**src/rtl/if_fetch.sv**
```systemverilog
`timescale 1ns/1ps
`default_nettype none
// ============================================================================
// Module      : if_fetch
// Description : Instruction fetch stage. Assembles 32-bit little-endian words
//               from a byte-wide memory port and presents {pc, inst} to IF/ID.
//               Define IF_JUMP_ABORT_EN to abort in-flight fetches on redirect.
// Revision    : 1.0 - initial release
// ============================================================================
module if_fetch #(
    parameter logic [31:0] RESET_PC = 32'h0000_0000
) (
    input  logic        clk,
    input  logic        rst,
    input  logic        stall_i,
    input  logic        jump_i,
    input  logic [31:0] jpc_i,
    output logic        mem_req_o,
    output logic [31:0] mem_addr_o,
    input  logic [7:0]  mem_data_i,
    input  logic        mem_ack_i,
    output logic [31:0] pc_o,
    output logic [31:0] inst_o,
    output logic        inst_valid_o,
    output logic        stall_req_o
);

    typedef enum logic [1:0] {
        ST_IDLE  = 2'd0,
        ST_FETCH = 2'd1,
        ST_DONE  = 2'd2,
        ST_ABORT = 2'd3
    } state_t;

    state_t      state_q, state_d;
    logic [31:0] pc_q,    pc_d;
    logic [1:0]  cnt_q,   cnt_d;
    logic [31:0] inst_q,  inst_d;
`ifndef IF_JUMP_ABORT_EN
    logic        pend_q,  pend_d;
    logic [31:0] tgt_q,   tgt_d;
`endif

    logic [31:0] w_target;
    logic        w_redirect;

    // Redirect targets are always word aligned.
    assign w_target   = jpc_i & 32'hFFFF_FFFC;
    assign w_redirect = jump_i & ~stall_i;

    always_comb begin
        state_d      = state_q;
        pc_d         = pc_q;
        cnt_d        = cnt_q;
        inst_d       = inst_q;
`ifndef IF_JUMP_ABORT_EN
        pend_d       = pend_q;
        tgt_d        = tgt_q;
`endif
        mem_req_o    = 1'b0;
        mem_addr_o   = 32'd0;
        pc_o         = 32'd0;
        inst_o       = 32'd0;
        inst_valid_o = 1'b0;
        stall_req_o  = 1'b0;

        case (state_q)
            ST_IDLE: begin
                state_d = ST_FETCH;
                cnt_d   = 2'd0;
            end
            ST_FETCH: begin
                mem_req_o   = 1'b1;
                mem_addr_o  = pc_q + {30'd0, cnt_q};
                stall_req_o = 1'b1;
`ifdef IF_JUMP_ABORT_EN
                if (w_redirect) begin
                    state_d = ST_ABORT;
                    pc_d    = w_target;
                    cnt_d   = 2'd0;
                end else if (mem_ack_i) begin
                    inst_d[{cnt_q, 3'b000} +: 8] = mem_data_i;
                    if (cnt_q == 2'd3) begin
                        state_d = ST_DONE;
                    end else begin
                        cnt_d = cnt_q + 2'd1;
                    end
                end
`else
                if (w_redirect) begin
                    pend_d = 1'b1;
                    tgt_d  = w_target;
                end
                if (mem_ack_i) begin
                    inst_d[{cnt_q, 3'b000} +: 8] = mem_data_i;
                    if (cnt_q != 2'd3) begin
                        cnt_d = cnt_q + 2'd1;
                    end else if (w_redirect || pend_q) begin
                        // Wrong-path word: skip DONE and restart at the target.
                        pc_d   = w_redirect ? w_target : tgt_q;
                        pend_d = 1'b0;
                        cnt_d  = 2'd0;
                    end else begin
                        state_d = ST_DONE;
                    end
                end
`endif
            end
            ST_DONE: begin
                inst_valid_o = 1'b1;
                pc_o         = pc_q;
                inst_o       = inst_q;
                if (!stall_i) begin
                    state_d = ST_FETCH;
                    cnt_d   = 2'd0;
                    pc_d    = jump_i ? w_target : pc_q + 32'd4;
                end
            end
`ifdef IF_JUMP_ABORT_EN
            ST_ABORT: begin
                stall_req_o = 1'b1;
                state_d     = ST_FETCH;
                cnt_d       = 2'd0;
                if (w_redirect) begin
                    pc_d = w_target;
                end
            end
`endif
            default: begin
                state_d = ST_IDLE;
            end
        endcase
    end

    always_ff @(posedge clk) begin
        if (rst) begin
            state_q <= ST_IDLE;
            pc_q    <= RESET_PC;
            cnt_q   <= 2'd0;
            inst_q  <= 32'd0;
`ifndef IF_JUMP_ABORT_EN
            pend_q  <= 1'b0;
            tgt_q   <= 32'd0;
`endif
        end else begin
            state_q <= state_d;
            pc_q    <= pc_d;
            cnt_q   <= cnt_d;
            inst_q  <= inst_d;
`ifndef IF_JUMP_ABORT_EN
            pend_q  <= pend_d;
            tgt_q   <= tgt_d;
`endif
        end
    end

endmodule
`default_nettype wire

```
**config.mk**
```make
export PLATFORM = sky130hd
export DESIGN_NAME = if_fetch
export DESIGN_NICKNAME = d
export VERILOG_FILES = /design/src/rtl/if_fetch.sv
export SDC_FILE = /design/constraint.sdc
export NUM_CORES = 1
export LEC_CHECK = 0
export ABC_AREA = 1
export CORE_MARGIN = 5
export CORE_UTILIZATION = 28
export DETAILED_ROUTE_END_ITERATION = 8
export GPL_ROUTABILITY_DRIVEN = 0
export GPL_TIMING_DRIVEN = 0
export SYNTH_ARGS = -nofsm -noshare
export SYNTH_HDL_FRONTEND = slang
export SYNTH_SLANG_ARGS = --single-unit
```
**constraint.sdc**
```tcl
create_clock -name clk -period 2.7 [get_ports clk]
set_clock_uncertainty 0.15 [all_clocks]
set_input_delay 0.675 -clock clk [delete_from_list [all_inputs] [get_ports clk]]
set_output_delay 0.675 -clock clk [all_outputs]
set_load 0.05 [all_outputs]
```
==> impl_metrics.json, run 1 <==
{
  "result_of_the_run": "complete, but fails checks",
  "violations": "negative setup slack",
  "p_leak_nw": 4.10,
  "syn_area_per_cell_um2": 6.22,
  "grt_remaining_overflow": 0,
  "period_minus_slack_ns": 2.85,
  "grt_first_pass_wirelength_um": 41100,
  "post_cts_hold_buffers": 0,
  "synth.cell_area_um2": 6610,
  "clk_pin_slew_worst_paths_ns": 0.07,
  "max_slew_violation_count": 0,
  "period_share_pct": 105,
  "yosysWarningCount": 0,
  "first_pass_iters": 5,
  "cts_tree": "yes",
  "avgRoutedWirePerCell_um": 16.7,
  "fmax_ghz": 0.351,
  "syn_inst": 1063,
  "r2r-start": "cnt_q[0]",
  "route.antenna.remaining_nets": 0,
  "whs_path_depth": 2,
  "dr_vias": 7921,
  "synth_cell_types": 42,
  "dieWidth_um": 164,
  "placeableCoreArea_um2": 23300,
  "r2r_cells": 9,
  "detail_route.wirelength_um": 26600,
  "hold_end": "tgt_q[1]",
  "drt_first_iter_violations": 721,
  "pin_count_of_the_biggest_net_entering_global_routing": 17,
  "setup.reg_to_reg.worst_slack_ns": 0.32,
  "synth_top_cells_by_area": "dfxtp_1 31%, nor2_1 13%, o21ai_0 8.3%, nand2_1 7.7%, inv_1 6.8%",
  "port_buffers": 140,
  "synth-main-ff-cell": "dfxtp_1",
  "critical_path_peak_fanout": 6,
  "grt_util_all_layers_pct": 19.4,
  "detailed_place.area_um2": 8580,
  "synth-edff-count": 0,
  "clock_sink_count": 101,
  "worst_hold_path_type": "flip-flop to flip-flop",
  "report.final.hold_viol_count": 0,
  "hold_start": "tgt_q[1]",
  "initial_util_pct": 28.3,
  "antenna_found_initial": 0,
  "num_rows": 56,
  "n_antenna_cell": 0,
  "pin_count": 144,
  "synth-seq-cells": 101,
  "power_density_nw_per_um2": 743,
  "final.setup.tns_ns": -1.64,
  "tritoncts.num_buffers": 9,
  "htree_levels": 3,
  "first_global_vias": 7478,
  "dpl.hpwl_um": 19500,
  "critPathCaptureType": "output port",
  "n_fill_cell": 2385,
  "fin_util_pct": 42.7,
  "syn_to_final_growth_pct": 50.6,
  "ys_seq_area_share_pct": 30.6,
  "clock_latency_ns": 0.35,
  "finalNetCount": 1324,
  "viasPerCell": 4.97,
  "post-route-cell-area_um2": 9950,
  "vdd.ir_drop.worst_mv": 0.318,
  "timing.critical_path.from_type": "flip-flop",
  "syn_nets": 1118,
  "tightest_slew_ns": 0.555,
  "synthArstFlopShare_pct": 0,
  "dp.cells": 1522,
  "drt_drc_violations_left": 0,
  "critical_path_class": "flip-flop to output port",
  "placement.setup.worst_slack_ns": -1.15,
  "maxCapViolations": 0,
  "clockRootBuffer": "clkbuf_16",
  "final_layout_size_suffix_gt1_share_pct": 30.6,
  "cts_buffer_depth": 2,
  "grt_setup_unrepaired": "true",
  "synth.top_cell.area_share_pct": 30.6,
  "required_ns": 1.88,
  "hold-worst-slack_ns": 0.299,
  "worst-endpoint-arrival_ns": 2.02,
  "regToRegEndpoint": "inst_q[22]",
  "setup_viol_count_final": 28,
  "layout_setup_ws_ns": -0.146,
  "max_slew_margin_pct": 63.0,
  "fp.dieH_um": 164,
  "totalPowerFinal_mw": 7.39,
  "die_area_um2": 26800,
  "yosysTopAreaCell": "dfxtp_1",
  "final_cells": 1593
}
## cells in the final DEF, fill, tap and decap left out, types with 5 or more instances in the layout
cell,synthesis,final
ha_1,9,6
nor3_1,25,8
a21oi_2,2,12
nor3_4,0,11
inv_1,119,115
a211oi_1,22,21
o21ai_0,110,95
a21oi_4,0,6
dfxtp_1,101,67
nor2_2,6,18
nand3_1,47,42
o21ai_2,0,12
nor2_1,236,212
a31oi_4,0,6
a21oi_1,79,63
nand3_4,0,5
clkbuf_1,17,15
inv_2,4,6
clkbuf_16,0,9
dfxtp_4,0,22
a31oi_1,22,15
nor3_2,2,8
dfxtp_2,0,12
buf_4,4,48
nor2_4,6,19
nand2_1,136,121
buf_6,3,41
o211ai_1,6,6
nand2_4,5,14
buf_2,24,78
clkdlybuf4s50_1,0,41
nand2_2,9,14
o21ai_1,35,37
## worst max-delay path by stage
| stage | startpoint | endpoint | slack, ns | cells after the start |
|---|---|---|---|---|
| after floorplan | cnt_q[0] | mem_addr_o[24] | -0.27 | 9 |
| after global placement | cnt_q[1] | mem_addr_o[25] | -1.15 | 9 |
| after detailed placement | cnt_q[1] | mem_addr_o[25] | -1.15 | 9 |
| after CTS | cnt_q[0] | mem_addr_o[28] | -0.20 | 8 |
| after global routing | cnt_q[0] | mem_addr_o[28] | -0.23 | 9 |
| final | cnt_q[0] | mem_addr_o[24] | -0.15 | 10 |
## report_power, final
part / internal, mW / leakage (nW) / switching [mW]
combinational: 1.16 / 3.09 / 2.45
sequential: 1.85 / 0.842 / 0.333
clock: 1.00 / 0.169 / 0.598
total: 4.01 / 4.10 / 3.38
## flip-flops by register name (all words and copies together) (netlist names)
register / count
pend_q: 1
pc_q: 32
state_q: 2
tgt_q: 32
inst_q: 32
cnt_q: 2
## critical path, stage by stage (launching register included)
cell and delay [ns]:
dfxtp_4 0.36, ha_4 0.16, fa_2 0.34, buf_8 0.15, inv_8 0.07, nor2_4 0.04
nand2_4 0.09, nor3_4 0.04, nand2_1 0.05, nor3b_2 0.18, buf_6 0.18
## per-layer routing
metal  vias to the layer above  wire length [um]  global-route usage [%]  share of wire (%)
met5                         -                 0                       0                  0
met4                         0               825                    7.55                3.1
met3                        43              1850                    3.08                7.0
met2                       280             12100                    31.1                 45
met1                      3692             11800                    26.2                 44
li1                       3906                 -                       -                  -
## logic make-up after synthesis
kind of cell,count (synthesis),share of synthesized area [%]
and+or+nand+nor,485,32.0
AOI/OAI and AO/OA,283,23.4
buffers and inverters,179,11.3
DFF,101,30.6
adders and majority gates,10,2.01
xor gates and xnor gates,5,0.663
## area by class of cell
cell class,instances,area (um2),area share (%)
multi-input combinational,784,4610,46.3
sequential,101,2120,21.3
timing repair buffer,194,1660,16.7
inverter,126,495,4.98
tap,319,399,4.01
buffer,53,307,3.08
clock buffer,10,229,2.30
clock inverter,6,135,1.36
## synthesized netlist by cell type, types with 3 or more instances
| cell | instances |
|---|---|
| o211ai_1 | 6 |
| buf_4 | 4 |
| nor3_1 | 25 |
| nand2_2 | 9 |
| buf_2 | 24 |
| nand2_1 | 136 |
| xor2_1 | 5 |
| nand2_4 | 5 |
| clkbuf_1 | 17 |
| o21ai_1 | 35 |
| buf_6 | 3 |
| inv_2 | 4 |
| nor2_4 | 6 |
| a211oi_1 | 22 |
| inv_1 | 119 |
| nor2_2 | 6 |
| a21oi_1 | 79 |
| o21ai_0 | 110 |
| buf_1 | 5 |
| nand3_1 | 47 |
| a31oi_1 | 22 |
| ha_1 | 9 |
| dfxtp_1 | 101 |
| nand4_1 | 3 |
| or2_2 | 4 |
| nor2_1 | 236 |
## repair_timing
item | 4_1_cts | 5_1_grt
cloned | 1 | 0
setup endpoints to repair | 99 | 88
gates resized for setup | 638 | 131
setup buffers | 40 | 17
pin swaps | 31 | 16
hold endpoints to repair | 0 | 0
Note: power is estimated with default switching activity, not from simulation.
==> inputs of run 2 (changes only) <==
- TNS_END_PERCENT: not set -> 1
==> impl_metrics.json, run 2 (synthesis results as in run 1) <==
{
  "max_slew_margin_pct": 63.6,
  "critPathCaptureType": "output port",
  "htree_levels": 3,
  "pin_count": 144,
  "antenna_found_initial": 0,
  "period_minus_slack_ns": 2.95,
  "report.final.hold_viol_count": 0,
  "first_pass_iters": 5,
  "initial_util_pct": 28.3,
  "clk_pin_slew_worst_paths_ns": 0.07,
  "layout_setup_ws_ns": -0.249,
  "final_layout_size_suffix_gt1_share_pct": 21.4,
  "grt_remaining_overflow": 0,
  "worstSetupStartpoint": "cnt_q[0]",
  "period_share_pct": 109,
  "fmax_ghz": 0.339,
  "syn_to_final_growth_pct": 33.8,
  "whs_path_depth": 2,
  "placeableCoreArea_um2": 23300,
  "multi_input_comb_area_um2": 4050,
  "hold-worst-slack_ns": 0.302,
  "clockRootBuffer": "clkbuf_16",
  "n_antenna_cell": 0,
  "worst-endpoint-arrival_ns": 2.12,
  "biggestRegsByFlops": "inst_q: 32 flops, pc_q: 32 flops, tgt_q: 32 flops",
  "area.sequential_um2": 2060,
  "tritoncts.num_buffers": 9,
  "violations": "negative setup slack",
  "critical_path_class": "flip-flop to output port",
  "drt_first_iter_violations": 674,
  "crit_end": "mem_addr_o[24]",
  "result_of_the_run": "complete, but fails checks",
  "route.antenna.remaining_nets": 0,
  "critical_path_peak_fanout": 5,
  "cts_buffer_depth": 2,
  "detail_route.wirelength_um": 24800,
  "setup.reg_to_reg.worst_slack_ns": 0.32,
  "dpl.hpwl_um": 19200,
  "max_slew_violation_count": 0,
  "dr_vias": 7504,
  "post_cts_hold_buffers": 0,
  "mostFrequentLayoutCells": "227 x nor2_1, 133 x nand2_1, 117 x inv_1",
  "avgRoutedWirePerCell_um": 16.0,
  "fp.dieH_um": 164,
  "dieWidth_um": 164,
  "port_buffers": 140,
  "die_area_um2": 26800,
  "required_ns": 1.88,
  "layout.cells.most_common": "nor2_1",
  "clock_latency_ns": 0.35,
  "finalNetCount": 1278,
  "p_leak_nw": 3.57,
  "grt_util_all_layers_pct": 18.0,
  "regToRegEndpoint": "inst_q[21]",
  "placement.setup.worst_slack_ns": -1.27,
  "n_fill_cell": 2527,
  "first_global_vias": 6869,
  "vdd.ir_drop.worst_mv": 0.441,
  "cts_tree": "yes",
  "setup_viol_count_final": 23,
  "num_rows": 56,
  "pin_count_of_the_biggest_net_entering_global_routing": 17,
  "power_density_nw_per_um2": 763,
  "viasPerCell": 4.85,
  "maxCapViolations": 0,
  "r2r-start": "cnt_q[0]",
  "grt_first_pass_wirelength_um": 38100,
  "worst_hold_path_type": "flip-flop to flip-flop",
  "clock_sink_count": 101,
  "r2r_cells": 9,
  "tightest_slew_ns": 0.546,
  "timing.critical_path.from_type": "flip-flop",
  "grt_setup_unrepaired": "true",
  "drt_drc_violations_left": 0
}
[run 2: per-layer routing]
metal,GRT usage [%],vias to the layer above,wire [um]
met3,2.04,40,1460
met5,0,-,0
met1,25.2,3411,11700
li1,-,3796,-
met2,28.9,257,11100
met4,5.60,0,563
[run 2: area by class of cell]
class	count	share of cell area [%]
flip-flops and latches	101	23.3
multi-input cells	783	45.8
plain buffers	53	3.35
clock inverters	6	0.976
clock buffers	10	2.70
inverters	126	5.53
well taps	319	4.51
repair buffers	149	13.8
[run 2: report_power, final]
part | internal, mW | switching, mW
Clock | 0.837 | 0.590
Sequential | 1.81 | 0.332
Combinational | 0.962 | 2.22
[run 2: critical path, stage by stage (launching register included)]
cell and delay [ns]:
dfxtp_4 0.37, ha_4 0.13, fa_2 0.18, buf_6 0.13, clkinvlp_4 0.10, nor2_4 0.16, nand2_4 0.07, nor3_4 0.16
nor2_1 0.07, nor3b_2 0.21, buf_6 0.19
[run 2: repair_timing]
action / CTS / global route
resized for setup: 488 / 91
buffers inserted: 6 / 3
pin swaps: 8 / 7
endpoints found under the setup margin: 99 / 94
[run 2: how the worst min path moves through the flow]
stage / from / endpoint / slack [ns]
detailed placement: tgt_q[0] / tgt_q[0] / 0.29
finish: tgt_q[1] / tgt_q[1] / 0.30
floorplan: tgt_q[0] / tgt_q[0] / 0.27
global route: inst_q[27] / inst_q[27] / 0.33
CTS: tgt_q[0] / tgt_q[0] / 0.30
global placement: tgt_q[1] / tgt_q[1] / 0.29
[run 2: per-stage QoR]
stage	utilization [%]	TNS (ns)	std cells	total power [mW]	area (um2)
2_1_floorplan	-	-6.36	1063	4.17	6660
3_3_place_gp	36.2	-45.04	1522	5.18	8460
3_5_place_dp	36.2	-46.75	1522	5.21	8460
4_1_cts	38.4	-3.06	1544	6.72	8970
5_1_grt	37.9	-5.32	1547	7.17	8840
6_report	37.9	-2.75	1547	6.75	8840
==> inputs of run 3 (changes only) <==
- CORE_UTILIZATION: 28 -> 35
- SKIP_LAST_GASP: not set -> 1
==> impl_metrics.json, run 3 (synthesis results as in run 1) <==
{
  "result_of_the_run": "complete, but fails checks",
  "violations": "negative setup slack",
  "drt_first_iter_violations": 680,
  "dpl.hpwl_um": 18900,
  "r2r_cells": 9,
  "fp.dieH_um": 147,
  "layout_setup_ws_ns": -0.316,
  "setup.reg_to_reg.worst_slack_ns": 0.30,
  "r2r-start": "cnt_q[0]",
  "power_density_nw_per_um2": 751,
  "critical_path_peak_fanout": 5,
  "tritoncts.num_buffers": 9,
  "cts_buffer_depth": 2,
  "first_pass_iters": 6,
  "timing.critical_path.from_type": "flip-flop",
  "fin_util_pct": 46.3,
  "maxCapViolations": 0,
  "period_minus_slack_ns": 3.02,
  "post_cts_hold_buffers": 0,
  "max_slew_violation_count": 0,
  "layout.cells.most_common": "nor2_1",
  "viasPerCell": 5.17,
  "num_rows": 50,
  "cts_tree": "yes",
  "setup_viol_count_final": 97,
  "period_share_pct": 112,
  "pin_count_of_the_biggest_net_entering_global_routing": 19,
  "worstSetupStartpoint": "cnt_q[0]",
  "finalNetCount": 1273,
  "fmax_ghz": 0.332,
  "grt_remaining_overflow": 0,
  "detailed_place.area_um2": 8350,
  "grt_util_all_layers_pct": 21.5,
  "grt_setup_unrepaired": "true",
  "clock_sink_count": 101,
  "avgRoutedWirePerCell_um": 16.5,
  "max_slew_margin_pct": 64.0,
  "worst_hold_path_type": "flip-flop to flip-flop",
  "initial_util_pct": 35.4,
  "critPathCaptureType": "output port",
  "post-route-cell-area_um2": 8640,
  "whs_path_depth": 2,
  "dieWidth_um": 147,
  "route.antenna.remaining_nets": 0,
  "mostFrequentLayoutCells": "233 x nor2_1, 135 x nand2_1, 118 x inv_1",
  "pin_count": 144,
  "worst-endpoint-arrival_ns": 2.19,
  "required_ns": 1.88,
  "placement.setup.worst_slack_ns": -1.30,
  "vdd.ir_drop.worst_mv": 0.390,
  "die_area_um2": 21700,
  "p_leak_nw": 3.69,
  "first_global_vias": 6940,
  "regToRegEndpoint": "inst_q[23]",
  "clk_pin_slew_worst_paths_ns": 0.07,
  "port_buffers": 140,
  "htree_levels": 3,
  "antenna_found_initial": 0,
  "syn_to_final_growth_pct": 30.7,
  "placeableCoreArea_um2": 18600,
  "critical_path_class": "flip-flop to output port",
  "final_layout_size_suffix_gt1_share_pct": 13.7,
  "report.final.hold_viol_count": 0,
  "tightest_slew_ns": 0.540,
  "detail_route.wirelength_um": 24100,
  "drt_drc_violations_left": 0,
  "hold_start": "tgt_q[0]",
  "clockRootBuffer": "clkbuf_16",
  "dr_vias": 7535,
  "grt_first_pass_wirelength_um": 37700,
  "clock_latency_ns": 0.35,
  "hold_end": "tgt_q[0]",
  "n_antenna_cell": 0,
  "biggestRegsByFlops": "inst_q: 32 flops, pc_q: 32 flops, tgt_q: 32 flops"
}
-- run 3: cell count changes in the layout (fill, tap and decap cells not counted), moves of 8 or more --
| cell | delta |
|---|---|
| dlygate4sd2_1 | +59 |
| dfxtp_2 | -8 |
| dfxtp_1 | +10 |
| buf_6 | -11 |
| buf_2 | -27 |
| buf_4 | -21 |
-- run 3: layout make-up --
type,count,area (um2)
flip-flops and latches,101,2040
well taps,234,293
multi-input cells,783,3970
clock inverters,6,56.3
plain buffers,53,283
repair buffers,144,1280
clock buffers,10,229
inverters,126,489
fillers,1976,10000
-- run 3: worst max-delay path, cell delays in order (launching register included) --
cell and delay (ns):
dfxtp_4 0.38, ha_4 0.15, fa_1 0.18, buf_6 0.13, clkinvlp_4 0.11, nor2_4 0.14, nand2_4 0.09, nor3_4 0.15
nor2_1 0.07, nor3b_2 0.24, buf_6 0.19
-- run 3: per-layer routing --
metal / GRT usage (%) / part of all wire (%)
met4: 6.48 / 2.5
met3: 3.53 / 7.0
met5: 0 / 0
met2: 33.3 / 43
met1: 30.6 / 47
-- run 3: power breakdown --
part | internal [mW] | leakage [nW] | switching (mW)
combinational | 0.904 | 2.73 | 2.18
sequential | 1.80 | 0.827 | 0.322
clock | 0.647 | 0.137 | 0.639
-- run 3: how the worst max path moves through the flow --
stage	cells past startpoint	slack, ns	end
after detailed placement	10	-1.30	mem_addr_o[24]
after CTS	10	-0.33	mem_addr_o[24]
after floorplan	8	-0.40	mem_addr_o[12]
after global routing	9	-0.37	mem_addr_o[25]
after global placement	10	-1.27	mem_addr_o[24]
final	10	-0.32	mem_addr_o[24]
-- run 3: metrics by stage --
step | power (mW) | TNS (ns) | std cells | hold slack (ns)
global route | 6.90 | -30.60 | 1457 | 0.334
floorplan | 4.17 | -6.36 | 1063 | 0.275
CTS | 6.47 | -24.37 | 1457 | 0.296
global placement | 5.18 | -47.62 | 1437 | 0.283
finish | 6.49 | -20.16 | 1457 | 0.299
detailed placement | 5.21 | -48.56 | 1437 | 0.284
-- run 3: repair_timing --
action / 4_1_cts / 5_1_grt
gates resized for setup: 239 / 25
endpoints found under the setup margin: 99 / 99
pin swaps: 3 / 0
buffers inserted: 4 / 0
